## config.mk

```make
export PLATFORM = sky130hd
export DESIGN_NAME = nrzi_stuff_encoder_flat
export DESIGN_NICKNAME = d
export VERILOG_FILES = /design/src/rtl/usb_pkg.sv /design/src/rtl/nrzi_stuff_encoder_if.sv /design/src/rtl/nrzi_stuff_encoder_fsm.sv /design/src/rtl/nrzi_stuff_encoder.sv /design/src/flat_wrapper.sv
export SDC_FILE = /design/constraint.sdc
export NUM_CORES = 1
export LEC_CHECK = 0
export CAP_MARGIN = 0
export CORE_AREA = 2 2 39 41
export CTS_CLUSTER_DIAMETER = 30
export DETAILED_ROUTE_END_ITERATION = 10
export DIE_AREA = 0 0 41 43
export GPL_TIMING_DRIVEN = 0
export PLACE_DENSITY_LB_ADDON = 0.25
export SLEW_MARGIN = 25
export SYNTH_ARGS = -nofsm -noshare
export SYNTH_HDL_FRONTEND = slang
export SYNTH_HIERARCHICAL = 1
export SYNTH_SLANG_ARGS = --single-unit
```

## constraint.sdc

```tcl
create_clock -name clock -period 2.6 [get_ports clock]
set_input_delay 0.52 -clock clock [delete_from_list [all_inputs] [get_ports clock]]
set_output_delay 0.52 -clock clock [all_outputs]
set_load 0.02 [all_outputs]
```

## src/rtl/usb_pkg.sv

```systemverilog
// Shared USB transmit-path definitions: encoder state type and line constants.
package usb_pkg;

    typedef enum logic [1:0] {
        IDLE  = 2'd0,
        SEND  = 2'd1,
        STUFF = 2'd2
    } tx_state_e;

    // Idle line level; every packet's NRZI stream is referenced to it.
    localparam logic J_LEVEL = 1'b1;

    localparam int STUFF_LIMIT_DEF = 6;

endpackage

```

## src/rtl/nrzi_stuff_encoder_if.sv

```systemverilog
// Bundle between the transmit serializer, the line encoder and the DPDM driver.
interface nrzi_stuff_encoder_if;

    logic in_bit;
    logic bs_sending;
    logic stall;
    logic out_bit;
    logic nrzi_sending;

    modport master (
        output in_bit,
        output bs_sending,
        input  stall,
        input  out_bit,
        input  nrzi_sending
    );

    modport slave (
        input  in_bit,
        input  bs_sending,
        output stall,
        output out_bit,
        output nrzi_sending
    );

endinterface

```

## src/rtl/nrzi_stuff_encoder_fsm.sv

```systemverilog
// Bit-stuffing sequencer: tracks the run of consecutive 1s and schedules a
// stuffed 0 once the run reaches STUFF_LIMIT.
//
//   state | meaning
//   ------+---------------------------------------------------------
//   IDLE  | no packet on the line, line held at J
//   SEND  | consuming raw bits from the serializer
//   STUFF | emitting a stuffed 0, raw bit held upstream via stall
module nrzi_stuff_encoder_fsm
    import usb_pkg::*;
#(
    parameter int STUFF_LIMIT = STUFF_LIMIT_DEF
) (
    input  logic      clock,
    input  logic      reset,
    input  logic      in_bit,
    input  logic      bs_sending,
    output tx_state_e state,
    output logic      stall
);

    localparam int CNT_W = $clog2(STUFF_LIMIT + 1);
    localparam logic [CNT_W-1:0] RUN_LAST = CNT_W'(STUFF_LIMIT - 1);

    tx_state_e        state_q, state_d;
    logic [CNT_W-1:0] ones_cnt_q, ones_cnt_d;

    // State and run-length registers.
    always_ff @(posedge clock) begin
        if (reset) begin
            state_q    <= IDLE;
            ones_cnt_q <= '0;
        end else begin
            state_q    <= state_d;
            ones_cnt_q <= ones_cnt_d;
        end
    end

    // Next-state and run-length decode; the counter clears before it can
    // exceed STUFF_LIMIT because reaching it always forces STUFF.
    always_comb begin
        state_d    = state_q;
        ones_cnt_d = '0;
        case (state_q)
            IDLE, SEND: begin
                if (bs_sending) begin
                    ones_cnt_d = in_bit ? ones_cnt_q + CNT_W'(1) : '0;
                    state_d    = (in_bit && ones_cnt_q == RUN_LAST) ? STUFF : SEND;
                end else begin
                    state_d = IDLE;
                end
            end
            STUFF:   state_d = SEND;
            default: state_d = IDLE;
        endcase
    end

    assign state = state_q;
    assign stall = (state_q == STUFF);

endmodule

```

## src/rtl/nrzi_stuff_encoder.sv

```systemverilog
// USB transmit line encoder: bit stuffing followed by NRZI (0 toggles, 1 holds).
module nrzi_stuff_encoder
    import usb_pkg::*;
#(
    parameter int STUFF_LIMIT = STUFF_LIMIT_DEF
) (
    input  logic                 clock,
    input  logic                 reset,
    nrzi_stuff_encoder_if.slave  bus
);

    tx_state_e state;
    logic      stall;
    logic      out_bit_q, out_bit_d;
    logic      sending_q, sending_d;

    nrzi_stuff_encoder_fsm #(
        .STUFF_LIMIT (STUFF_LIMIT)
    ) u_fsm (
        .clock      (clock),
        .reset      (reset),
        .in_bit     (bus.in_bit),
        .bs_sending (bus.bs_sending),
        .state      (state),
        .stall      (stall)
    );

    // Encode mux: stuffed 0 toggles, consumed bit is NRZI-coded, otherwise J.
    always_comb begin
        out_bit_d = J_LEVEL;
        sending_d = 1'b0;
        if (state == STUFF) begin
            out_bit_d = ~out_bit_q;
            sending_d = 1'b1;
        end else if (bus.bs_sending) begin
            out_bit_d = bus.in_bit ? out_bit_q : ~out_bit_q;
            sending_d = 1'b1;
        end
    end

    // Registered line outputs toward the DPDM driver.
    always_ff @(posedge clock) begin
        if (reset) begin
            out_bit_q <= J_LEVEL;
            sending_q <= 1'b0;
        end else begin
            out_bit_q <= out_bit_d;
            sending_q <= sending_d;
        end
    end

    assign bus.out_bit      = out_bit_q;
    assign bus.nrzi_sending = sending_q;
    assign bus.stall        = stall;

endmodule

```

## src/flat_wrapper.sv

```systemverilog
// flat-port wrapper written by rule: the top's interface ports become plain ports
module nrzi_stuff_encoder_flat import usb_pkg::*;
#(
    parameter int STUFF_LIMIT = STUFF_LIMIT_DEF
)
  (clock, reset, bus_in_bit, bus_bs_sending, bus_stall, bus_out_bit, bus_nrzi_sending);
  nrzi_stuff_encoder_if bus_i ();
  input  logic clock;
  input  logic reset;
  input wire logic [$bits(bus_i.in_bit)-1:0] bus_in_bit;
  input wire logic [$bits(bus_i.bs_sending)-1:0] bus_bs_sending;
  output wire logic [$bits(bus_i.stall)-1:0] bus_stall;
  output wire logic [$bits(bus_i.out_bit)-1:0] bus_out_bit;
  output wire logic [$bits(bus_i.nrzi_sending)-1:0] bus_nrzi_sending;
  assign bus_i.in_bit = bus_in_bit;
  assign bus_i.bs_sending = bus_bs_sending;
  assign bus_stall = bus_i.stall;
  assign bus_out_bit = bus_i.out_bit;
  assign bus_nrzi_sending = bus_i.nrzi_sending;
  nrzi_stuff_encoder #(.STUFF_LIMIT(STUFF_LIMIT)) u_core (.clock(clock), .reset(reset), .bus(bus_i));
endmodule
```

# After elaboration in Yosys (flattened, before gate mapping)
# Index checks and enable logic that the tools add are counted.
totals:
  reg_bits: 7
  inputBits: 4
  out_inout_bits: 3
  word_cells: 25
op_classes:
  add_sub_neg: 1
  n_eq_ne: 4
  n_mux: 8
  n_bitwise: 4
  n_reduce_logical: 4
ops:
  columns: ["cell", "n"]
  rows:
  - ["$mux 1", 5]
  - ["$mux 2", 2]
  - ["$not 1->1", 4]
  - ["$pmux 2 s2", 1]
  - ["$reduce_or 4->1", 1]
  - ["$add 3x1->3 const B", 1]
  - ["$eq 3x3->1 const B", 1]
  - ["$ne 3x2->1 const B", 1]
  - ["$eq 2x1->1 const B", 1]
  - ["$eq 2x2->1 const B", 1]
  - ["$logic_not 2->1", 1]
  - ["$reduce_or 2->1", 1]
  - ["$logic_and 1x1->1", 1]

# Logic depth before layout (Yosys ltp)
depth:
  depth_word: 5
  ltp_mapped: 5
  mapped_depth_nobuf: 5

# Hierarchy
# The synthesis kept the hierarchy.
by_module_without_submodules:
  columns: ["module", "instances", "cells_per_inst", "area_per_inst_um2", "seq_area_each_um2"]
  rows:
  - ["nrzi_stuff_encoder_fsm", 1, 20, 209.0, 100.1]
  - ["nrzi_stuff_encoder", 1, 10, 97.6, 40.0]

# Worst setup path before layout
# Ideal clock, no wire load.
synth_path:
  kind: "input-to-reg"
  startpoint: "in bus_bs_sending"
  endpoint: "reg u_core.out_bit_q, in the netlist u_core/bus.out_bit"
  setup_ns: 0.114
  arrival_time_ns: 1.004
  required_ns: 2.486
  path_slack_ns: 1.482
  stages: 3
  path_buffers: 0
  cell_sequence: "nand2_4 > or3_1 > a21o_1"
synth_between:
  elab_chain_len: 2
synth_rtl:
  columns: ["element", "line_no", "rtl"]
  rows:
  - ["start, declared", "flat_wrapper.sv:11", "input wire logic [$bits(bus_i.bs_sending)-1:0] bus_bs_sending;"]
  - ["$mux 1", "nrzi_stuff_encoder.sv:35", "end else if (bus.bs_sending) begin"]
  - ["$mux 1", "nrzi_stuff_encoder.sv:32", "if (state == STUFF) begin"]
  - ["end signal, assigned", "nrzi_stuff_encoder.sv:47", "out_bit_q <= out_bit_d;"]
  - ["end, declared", "nrzi_stuff_encoder.sv:14", "logic out_bit_q, out_bit_d;"]
# Several ways; a longest one is shown, not always the timed one.
# A chain may end at the register's enable or synchronous reset.

# Final worst setup path
layout_path:
  startpoint: "reg u_core.u_fsm.state_q[1], in the netlist u_core/u_fsm/state[1]"
  endpoint: "out bus_stall"
layout_between:
  elab_chain_len: 1
layout_rtl:
  columns: ["element", "line_no", "rtl"]
  rows:
  - ["start, declared", "nrzi_stuff_encoder_fsm.sv:25", "tx_state_e state_q, state_d;"]
  - ["start signal, assigned", "nrzi_stuff_encoder_fsm.sv:34", "state_q <= state_d;"]
  - ["$eq 2x2->1", "nrzi_stuff_encoder_fsm.sv:59", "assign stall = (state_q == STUFF);"]
  - ["end, declared", "flat_wrapper.sv:12", "output wire logic [$bits(bus_i.stall)-1:0] bus_stall;"]
# Every way passes these cells.

==> flow_metrics.py <==
metrics = {
    "status": {
        "outcome": "finished, final reports clean",
    },
    "cells_and_area": {
        "antennaDiodeCount": 0,
        "layout-drive-gt1-share_pct": 20.0,
        "final_cell_mix": "nor2_1, dfxtp_1, clkdlybuf4s50_1",
        "final_cells": 56,
        "syn_to_final_growth_pct": 34.7,
        "fin_nets": 47,
    },
    "drt": {
        "highest_layer": "met3",
        "drcViolationCount": 0,
        "met3_length_microns": 56,
        "ant_nets": 0,
        "routed_wirelength_microns": 557,
        "vias": 233,
        "drt-met1-wl_microns": 212,
        "dr.pass1.iters": 4,
        "dr_wl_met2_microns": 287,
        "via_per_inst": 4.16,
        "wl_per_cell_microns": 9.95,
        "drt_iter0_markers": 2,
    },
    "pwr": {
        "p_per_area_mw_per_mm2": 557,
        "power_uw": 230,
        "p_leak_nw": 0.162,
        "irDropWorstVdd_mv": 0.323,
    },
    "global_route": {
        "grt_pass1_wl_microns": 966,
        "overflow": 0,
        "grt_use_total_pct": 8.37,
        "grt_max_degree": 5,
        "grt_pass1_vias": 247,
        "antenna_found_initial": 0,
    },
    "logic_synthesis": {
        "seq_area_frac_synth_pct": 45.7,
        "syn_inst": 30,
        "syn_area_sq_um": 307,
        "synth.area.mux_share_pct": 0,
        "synth-xor-area-share_pct": 2.86,
        "synth_compound_area_share_pct": 5.71,
        "syn-num-nets": 36,
        "synthAdderAreaFrac_pct": 8.16,
        "synthSimpleGateAreaFrac_pct": 36.3,
        "synth_top_family_by_area": "simple AND/OR/NAND/NOR gates",
        "avgSynthCellArea_sq_um": 10.2,
        "ys_ff_latch": 7,
        "ys_warn_count": 6,
        "synth_cell_types": 15,
    },
    "floorplan": {
        "start_util_pct": 22.2,
        "floorplan.die.width_microns": 41,
        "core_sq_mm": 0.00138,
        "dieArea_sq_mm": 0.00176,
        "rows": 14,
        "die_height_microns": 43,
        "io-pin-count": 7,
    },
    "timing": {
        "fmax_mhz": 518,
        "period_minus_slack_ns": 1.93,
        "tns_ns": 0,
        "drv_slew": 0,
        "period_share_pct": 74.2,
        "clock_skew_ns": 0.00455,
        "setup_violations": 0,
        "fin_ws_ns": 0.670,
        "hold_viol": 0,
        "rsz0062_at_grt": "no",
        "worst_pin_slew_ns": 0.241,
        "slew_headroom_pct": 83.9,
    },
    "cts": {
        "cts_resized": 0,
        "clockBufferDepth": 2,
        "cts_tree": "done",
        "htree_levels": 1,
        "cts_buffers": 3,
        "clock_latency_ns": 0.24,
        "hold_buffers": 0,
        "cts-root-buf": "clkbuf_4",
        "path_clk_slew_ns": 0.05,
        "cts_setup_buffers": 0,
        "clock_sinks": 7,
    },
    "placed_design": {
        "place_inst": 52,
        "portBuffers": 6,
        "pre_cts_slack_ns": 0.813,
        "place.gp.congestion": 0.565,
        "dp_hpwl_microns": 437,
    },
    "worst_hold_path": {
        "hp-start": "u_core/u_fsm/ones_cnt_q[0]",
        "hold_end": "u_core/u_fsm/ones_cnt_q[0]",
        "worstHoldPathType": "reg2reg",
        "worstHoldPathCells": 1,
    },
    "job": {
        "drv_cap": 0,
    },
    "critical_path": {
        "critPathLaunch": "u_core/u_fsm/state[1]",
        "crit_fanout": 3,
        "ff2ff_path_depth": 3,
        "critPathCaptureType": "output port",
        "timing.reg2reg.setup_slack_ns": 1.48,
        "timing.rr.end": "u_core/bus.out_bit",
        "crit_arrival_ns": 1.41,
        "path_class": "reg2out",
        "startpoint_type": "register",
        "regToRegStartpoint": "u_core/u_fsm/state[1]",
        "cp.required_ns": 2.08,
    },
}
==> how the worst max path moves through the flow <==
stage,to,slack [ns],cells after the start
floorplan,u_core/bus.out_bit,1.48,3
global placement,u_core/bus.out_bit,0.85,4
detailed placement,u_core/bus.out_bit,0.81,4
CTS,bus_stall,0.65,2
global route,bus_stall,0.61,2
finish,bus_stall,0.67,2
==> flip-flops by register name, indices dropped and copies added, names as in the netlist <==
name / flops
u_core/bus.out_bit: 1
u_core/u_fsm/state: 2
u_core/bus.nrzi_sending: 1
u_core/u_fsm/ones_cnt_q: 3
==> cell families after synthesis <==
kind of cell / after synthesis
compound gates: 3
xor+xnor: 1
fa+ha+maj: 2
buf+inv: 1
flops: 7
simple gates: 16
==> report_power, final <==
part,switching (mW),leakage (nW),internal [mW]
Clock,0.0369,0.0150,0.0584
Sequential,0.00261,0.0573,0.111
Combinational,0.00970,0.0899,0.0117
Total,0.0493,0.162,0.181
==> critical path: stages, from the launching register on <==
cell	delay [ns]
dfxtp_1	0.39
nor2b_4	0.17
clkdlybuf4s50_1	0.60
==> cells in the mapped netlist, drive strengths merged <==
cell	number	share of area, %
nand3b	1	3.7
nor2b	4	16
a21oi	1	1.6
nor2	7	8.6
xnor2	1	2.9
a21o	1	2.4
dfxtp	7	46
or3	1	2.0
ha	2	8.2
o21ai	1	1.6
nand2	2	4.9
inv	1	1.2
nand3	1	1.6
==> stage by stage <==
step                      utilization (%)  hold slack (ns)  area, sq um
after floorplan                         -            0.421          307
after detailed placement             27.9            0.458          387
final                                29.8            0.461          413
after global routing                 29.8            0.490          413
after CTS                            29.8            0.467          413
after global placement               27.9            0.432          387
==> routing by layer <==
| metal | GRT usage, % | vias to the layer above |
|---|---|---|
| met5 | 0 | - |
| met4 | 0 | 0 |
| met3 | 7.85 | 0 |
| met2 | 12.5 | 7 |
| met1 | 9.12 | 109 |
| li1 | - | 117 |
==> cell type report <==
cell class	instances	area (sq um)
Inverter	1	3.75
Clock buffer	4	26.3
Multi-Input combinational cell	22	163
Fill cell	151	971
Sequential cell	7	140
Timing Repair Buffer	6	60.1
Tap cell	16	20.0
(Power assumes the default switching activity.)
